--- src/rtl/registered_demultiplexer.sv ---
// Four-channel demultiplexer with per-channel holding registers and valid/ack handshake.
// Optional feature: define DEMUX_ROUND_ROBIN_EN to select channels from an internal pointer instead of addr1/addr0.
module registered_demultiplexer #(
  parameter int WIDTH = 1
) (
  input  logic             clk,
  input  logic             reset,
  input  logic             addr0,
  input  logic             addr1,
  input  logic [WIDTH-1:0] in,
  input  logic             in_valid,
  output logic             in_ready,
  output logic [WIDTH-1:0] out0,
  output logic [WIDTH-1:0] out1,
  output logic [WIDTH-1:0] out2,
  output logic [WIDTH-1:0] out3,
  output logic             valid0,
  output logic             valid1,
  output logic             valid2,
  output logic             valid3,
  input  logic             ack0,
  input  logic             ack1,
  input  logic             ack2,
  input  logic             ack3,
  output logic             err
);

  typedef enum logic {
    EMPTY = 1'b0,
    FULL  = 1'b1
  } chan_state_t;

  chan_state_t      r_state     [4];
  chan_state_t      w_state_nxt [4];
  logic [WIDTH-1:0] r_out       [4];
  logic             r_err;
  logic [1:0]       w_sel;
  logic [3:0]       w_ack;
  logic [3:0]       w_valid;
  logic [3:0]       w_load;
  logic             w_ready;
  logic             w_accept;
  logic             w_drop;

  assign w_ack   = {ack3, ack2, ack1, ack0};
  assign w_valid = {r_state[3] == FULL, r_state[2] == FULL,
                    r_state[1] == FULL, r_state[0] == FULL};

`ifdef DEMUX_ROUND_ROBIN_EN
  logic [1:0] r_ptr;
  logic       w_unused_addr;

  assign w_unused_addr = addr0 ^ addr1;
  assign w_sel         = r_ptr;

  // Pointer advances only on a real accept so drops and idle cycles retry the same channel.
  always_ff @(posedge clk or posedge reset) begin
    if (reset) begin
      r_ptr <= 2'd0;
    end else if (w_accept) begin
      r_ptr <= r_ptr + 2'd1;
    end else begin
      r_ptr <= r_ptr;
    end
  end
`else
  assign w_sel = {addr1, addr0};
`endif

  // An ack on the selected channel frees its slot in the same cycle, giving pass-through.
  assign w_ready  = !w_valid[w_sel] | w_ack[w_sel];
  assign w_accept = in_valid & w_ready;
  assign w_drop   = in_valid & ~w_ready;

  always_comb begin
    w_load = 4'b0000;
    if (w_accept) begin
      w_load[w_sel] = 1'b1;
    end else begin
      w_load = 4'b0000;
    end
    for (int i = 0; i < 4; i++) begin
      w_state_nxt[i] = r_state[i];
      case (r_state[i])
        EMPTY: begin
          if (w_load[i]) w_state_nxt[i] = FULL;
          else           w_state_nxt[i] = EMPTY;
        end
        FULL: begin
          if (w_ack[i] && !w_load[i]) w_state_nxt[i] = EMPTY;
          else                        w_state_nxt[i] = FULL;
        end
        default: w_state_nxt[i] = EMPTY;
      endcase
    end
  end

  always_ff @(posedge clk or posedge reset) begin
    if (reset) begin
      for (int i = 0; i < 4; i++) begin
        r_state[i] <= EMPTY;
        r_out[i]   <= '0;
      end
      r_err <= 1'b0;
    end else begin
      for (int i = 0; i < 4; i++) begin
        r_state[i] <= w_state_nxt[i];
        if (w_load[i]) r_out[i] <= in;
        else           r_out[i] <= r_out[i];
      end
      if (w_drop) r_err <= 1'b1;
      else        r_err <= r_err;
    end
  end

  assign in_ready = w_ready;
  assign out0     = r_out[0];
  assign out1     = r_out[1];
  assign out2     = r_out[2];
  assign out3     = r_out[3];
  assign valid0   = w_valid[0];
  assign valid1   = w_valid[1];
  assign valid2   = w_valid[2];
  assign valid3   = w_valid[3];
  assign err      = r_err;

endmodule

--- config.mk ---
export PLATFORM = sky130hd
export DESIGN_NAME = registered_demultiplexer
export DESIGN_NICKNAME = d
export VERILOG_FILES = /design/src/rtl/registered_demultiplexer.sv
export SDC_FILE = /design/constraint.sdc
export NUM_CORES = 1
export LEC_CHECK = 0
export ABC_AREA = 1
export ABC_CLOCK_PERIOD_IN_PS = 2750
export CORE_AREA = 5 5 42 44
export CTS_BUF_LIST = sky130_fd_sc_hd__clkbuf_16
export DETAILED_ROUTE_END_ITERATION = 16
export DIE_AREA = 0 0 47 49
export HOLD_SLACK_MARGIN = 0.05
export PLACE_DENSITY = 0.69
export REMOVE_ABC_BUFFERS = 1
export SLEW_MARGIN = 20
export SYNTH_ARGS = -nofsm -noshare
export SYNTH_HDL_FRONTEND = slang
export SYNTH_SLANG_ARGS = --single-unit
--- constraint.sdc ---
create_clock -name clk -period 2.75 [get_ports clk]
set_input_delay 0.825 -clock clk [delete_from_list [all_inputs] [get_ports clk]]
set_output_delay 0.825 -clock clk [all_outputs]
set_load 0.03 [all_outputs]
* Yosys cells after proc, flatten, opt, wreduce, memory -nomap -nowiden
Index checks and enable logic that the tools add are counted.
Operators by class: $lt $le $gt $ge 2, muxes and demuxes 19, bitwise operators 8, reductions and logical operators 10
Operators with widths (count):
- 1-bit two-way mux | 11
- 1-bit case mux with 2 select lines | 4
- 1-bit logical AND | 5
- 1-bit zero test | 5
- 1-bit inverter | 5
- 1-bit binary-select mux with 2-bit select | 2
- 4-bit two-way mux | 1
- 2-bit by 3-bit < comparator with 1-bit output (second input constant) | 1
- 1-bit AND | 2
- 1-bit demux with 2-bit select | 1
- 2-bit by 1-bit greater-or-equal comparator with 1-bit output (second input constant) | 1
- 1-bit bitwise OR | 1
Word-level totals: register bits after elaboration 9, input port bits 10, output and inout port bits 10, logic and storage cells 48

* Depth between registers and ports, before layout
depth in word-level cells 10, gate-level depth with buffers 10, gate-level depth less buffers 9

* Least setup slack after synthesis
OpenSTA, ideal clock, no wires.
kind input -> output, start input port addr0, end output port in_ready, arrival time 1.397 ns, setup slack 0.528 ns, stages on the path 6, buffers on the path 1, cells stage by stage buf_6 nor2_1 nand2_1 nand2_2 nor2_4 nand2_4
On the way: cells in the longest elaborated chain, start to end 4
RTL lines:
- from (decl) | line 8 | input logic addr0,
- 1-bit binary-select mux with 2-bit select | line 71 | assign w_ready = !w_valid[w_sel] | w_ack[w_sel];
- 1-bit two-way mux (not written as such) | line 71
- 1-bit zero test | line 71
- 1-bit bitwise OR * | line 71
- to (decl) | line 12 | output logic in_ready,
Every way passes the cells marked *; elsewhere a longest branch is shown, timed or not. The select of a mux whose other input is x is not followed.

* Worst setup path in the final report
Same ends and word-level chain as after synthesis.

==> flow_summary_export.csv <==
group,metric,value,unit
clock_network,cts.sinks,9,
power,power-per-cell-area,751.5,nW/um^2
timing,rsz0062_at_grt,"false",
timing,clock-skew-final,0.001186,ns
setup_path,cp_cell_sequence,"dlygate4sd2_1, inv_2, nand3_1, nand2_1, nor2_4, nand2_4, buf_4",
yosys,synth_top_area_cell,"sky130_fd_sc_hd__dfrtp_1",
yosys,yosysMostFrequentCell,"sky130_fd_sc_hd__nand2_1",
yosys,synth_warnings,0,
routing,via_per_inst,4.931,
clock_network,cts_tree,"yes",
layout,antenna_cells_inserted,0,
setup_path,r2r_slack,1.48,ns
yosys,synth_flop_cell,"sky130_fd_sc_hd__dfrtp_1",
timing,period_minus_slack,2.651,ns
timing,layout_worst_path_cycle_share,96.39,%
routing,drc,0,
place,placed_cell_area,689.4,um^2
floorplan,die_width,47,um
timing,max_slew.worst_pin.slew,0.3543,ns
routing,drt_pre_antenna_iters,4,
clock_network,clock_transition_at_the_register_clock_pins_on_the_worst_setup_and_hold_paths_after_cts,0.04,ns
setup_path,reg2regPathDepth,8,
yosys,seq_area_frac_synth,47.12,%
place,post-dp-hpwl,1004,um
yosys,yosysTopAreaCellShare,47.12,%
clock_network,post_cts_buffers,0,
routing,route.detailed.wl_per_inst,13.29,um
min_path,timing.hold.worst.class,"reg -> reg",
timing,timing.final.max_slew_violations,0,
global_route,number_of_antenna_violations_at_the_first_check_in_global_routing,0,
setup_path,cpLargestDelayFamily,"buffers and inverters",
place,place.port_buffers,19,
clock_network,cts_htree_levels,1,
yosys,synthDistinctLibCells,14,
global_route,wire_length_of_the_first_global_routing_pass,2159,um
floorplan,floorplan.rows,14,
floorplan,initial_utilization,34.11,%
outcome,outcome,"finished, final reports clean",
clock_network,cts-buffers-inserted,3,
yosys,postSynth.asyncResetShare,100.0,%
floorplan,die-height,49,um
setup_path,path_max_fanout,8,
yosys,synth-seq-cells,9,
layout,nNetsFinal,96,
floorplan,area_of_the_core,1401,um^2
floorplan,num_io_pins,20,
flow_run,maxCapViolCount,0,
setup_path,cp-start-kind,"input port",
layout,finalCoreUtilization,54.73,%
timing,slew_headroom,76.36,%
floorplan,dieArea,2303,um^2
setup_path,critical_path.reg2reg.endpoint,"valid1$_DFF_PP0_",
yosys,netlist_instances,61,
global_route,maximum_number_of_pins_on_one_net_before_global_route_repair,10,
power,cellLeakagePower,0.0003814,uW
power,irDropWorstVdd,0.0003630,V
timing,holdWs,0.4754,ns
layout,layout-drive-gt1-share,15.29,%
routing,totalWireLength,1342,um
setup_path,critical-path-slowest-cell,"sky130_fd_sc_hd__dlygate4sd2_1",
timing,report.final.setup_viol,0,
global_route,globalRouteOverflowTotal,0,
layout,final_cell_area,767.0,um^2
place,place_congestion,0.8532,
layout,area.growth.synth_to_final,60.47,%
setup_path,cp.buffers_inverters,3,
setup_path,critPathMaxStageDelay,0.37,ns
timing,hold_viol,0,
yosys,synth-edff-count,0,
yosys,synth_area,478.0,um^2
yosys,synth_common_cells,"sky130_fd_sc_hd__nand2_1, sky130_fd_sc_hd__dfrtp_1, sky130_fd_sc_hd__inv_1, sky130_fd_sc_hd__nand3_1",
routing,total_vias_in_the_final_route,498,
routing,drt_iter0_markers,15,
yosys,post_synth_main_area_contributors,"sky130_fd_sc_hd__dfrtp_1, sky130_fd_sc_hd__nand2_1, sky130_fd_sc_hd__nand3_1, sky130_fd_sc_hd__inv_1, sky130_fd_sc_hd__nand4_1",
setup_path,critical_path_class,"in -> out",
global_route,global_route.usage.total,13.46,%
setup_path,cp_num_cells,7,
setup_path,worst_setup_path_endpoint,"in_ready",
clock_network,insertion_delay,0.24,ns
setup_path,critical_path.endpoint_type,"output pin",
yosys,avgSynthCellArea,7.835,um^2
clock_network,cts_root_buf,"sky130_fd_sc_hd__clkbuf_16",
timing,timing.fmax,0.3773,GHz
setup_path,launching_instance_or_port_of_the_critical_path,"addr0",
setup_path,data_required_time_of_the_critical_path,1.93,ns
setup_path,crit_arrival,1.83,ns
routing,drt.antenna.violating_nets,0,
setup_path,rr_startpoint,"valid3$_DFF_PP0_",
clock_network,ctsLongestPathBuffers,2,
global_route,first_global_vias,468,
cells by family (layout without fill, tap and decap cells):
| logic type | count (synthesis) | in the layout | synth area share (%) |
|---|---|---|---|
| flops | 9 | 9 | 47.12 |
| compound gates | 5 | 5 | 6.021 |
| buf+inv | 10 | 34 | 10.21 |
| simple gates | 37 | 37 | 36.65 |
flip-flops by register name (all words and copies together), names as in the netlist:
| register | flops |
|---|---|
| out2 | 1 |
| valid2 | 1 |
| valid0 | 1 |
| out1 | 1 |
| valid3 | 1 |
| out3 | 1 |
| valid1 | 1 |
| out0 | 1 |
| err | 1 |
worst min-delay path by stage:
stage                          start               end  slack (ns)  cells after the start
floorplan                      reset   err$_DFFE_PP0P_        0.65                      1
global placement    out0$_DFFE_PP0P_  out0$_DFFE_PP0P_        0.46                      2
detailed placement  out3$_DFFE_PP0P_  out3$_DFFE_PP0P_        0.47                      2
CTS                 out1$_DFFE_PP0P_  out1$_DFFE_PP0P_        0.48                      2
global route         err$_DFFE_PP0P_   err$_DFFE_PP0P_        0.50                      1
finish               err$_DFFE_PP0P_   err$_DFFE_PP0P_        0.48                      1
per-stage QoR:
stage	std cells	setup slack (ns)	TNS [ns]	total power (uW)
finish	101	0.09924	0	576.4
floorplan	59	0.6343	0	241.8
detailed placement	97	-0.1616	-0.1616	316.4
CTS	101	0.1088	0	582.3
global route	101	0.008892	0	602.0
global placement	97	-0.09776	-0.09776	314.7
layout make-up:
cell class	count	area [um^2]
Clock buffer	3	75.07
Sequential cell	9	225.2
Tap cell	16	20.02
Fill cell	149	634.4
Clock inverter	1	5.005
Inverter	8	30.03
Multi-Input combinational cell	42	203.9
Timing Repair Buffer	22	207.7
cell usage in the layout (no fill, tap or decap):
cell type / count
sky130_fd_sc_hd__clkinv_2: 1
sky130_fd_sc_hd__nand2_1: 20
sky130_fd_sc_hd__nor2_4: 1
sky130_fd_sc_hd__dlygate4sd2_1: 2
sky130_fd_sc_hd__dfrtp_1: 9
sky130_fd_sc_hd__o21ai_0: 4
sky130_fd_sc_hd__nand4_1: 4
sky130_fd_sc_hd__nand2_2: 1
sky130_fd_sc_hd__clkbuf_16: 3
sky130_fd_sc_hd__inv_1: 7
sky130_fd_sc_hd__inv_2: 1
sky130_fd_sc_hd__nand2_4: 1
sky130_fd_sc_hd__nor2_1: 3
sky130_fd_sc_hd__buf_4: 4
sky130_fd_sc_hd__clkdlybuf4s50_1: 16
sky130_fd_sc_hd__a31o_2: 1
sky130_fd_sc_hd__nand3_1: 7
per-layer routing:
metal	share of wire [%]	vias up	global-route usage (%)	wire length, um
met5	0	-	0	0
met4	2.5	0	6.912	34
met3	6.9	5	4.797	92
met2	48	20	19.91	641
met1	43	227	16.55	574
li1	-	246	-	-
power breakdown:
group          internal (uW)  switching, uW  total (uW)
Sequential               152           13.2         166
Clock                    192           69.8         262
Combinational           63.2           85.7         149
Total                    408            169         576
repair_timing:
| action | 4_1_cts | 5_1_grt |
|---|---|---|
| hold buffers | 0 | 0 |
| setup endpoints to repair | 1 | 0 |
| gates resized for setup | 2 | 0 |
worst register-to-register path: cells and delay by family, from the launching register on:
kind / cells / cell delay, ns
AO/OA/AOI/OAI: 1 / 0.12
buffers and inverters: 1 / 0.15
flip-flops: 1 / 0.38
AND/OR/NAND/NOR: 6 / 0.47
(Power assumes the default switching activity.)
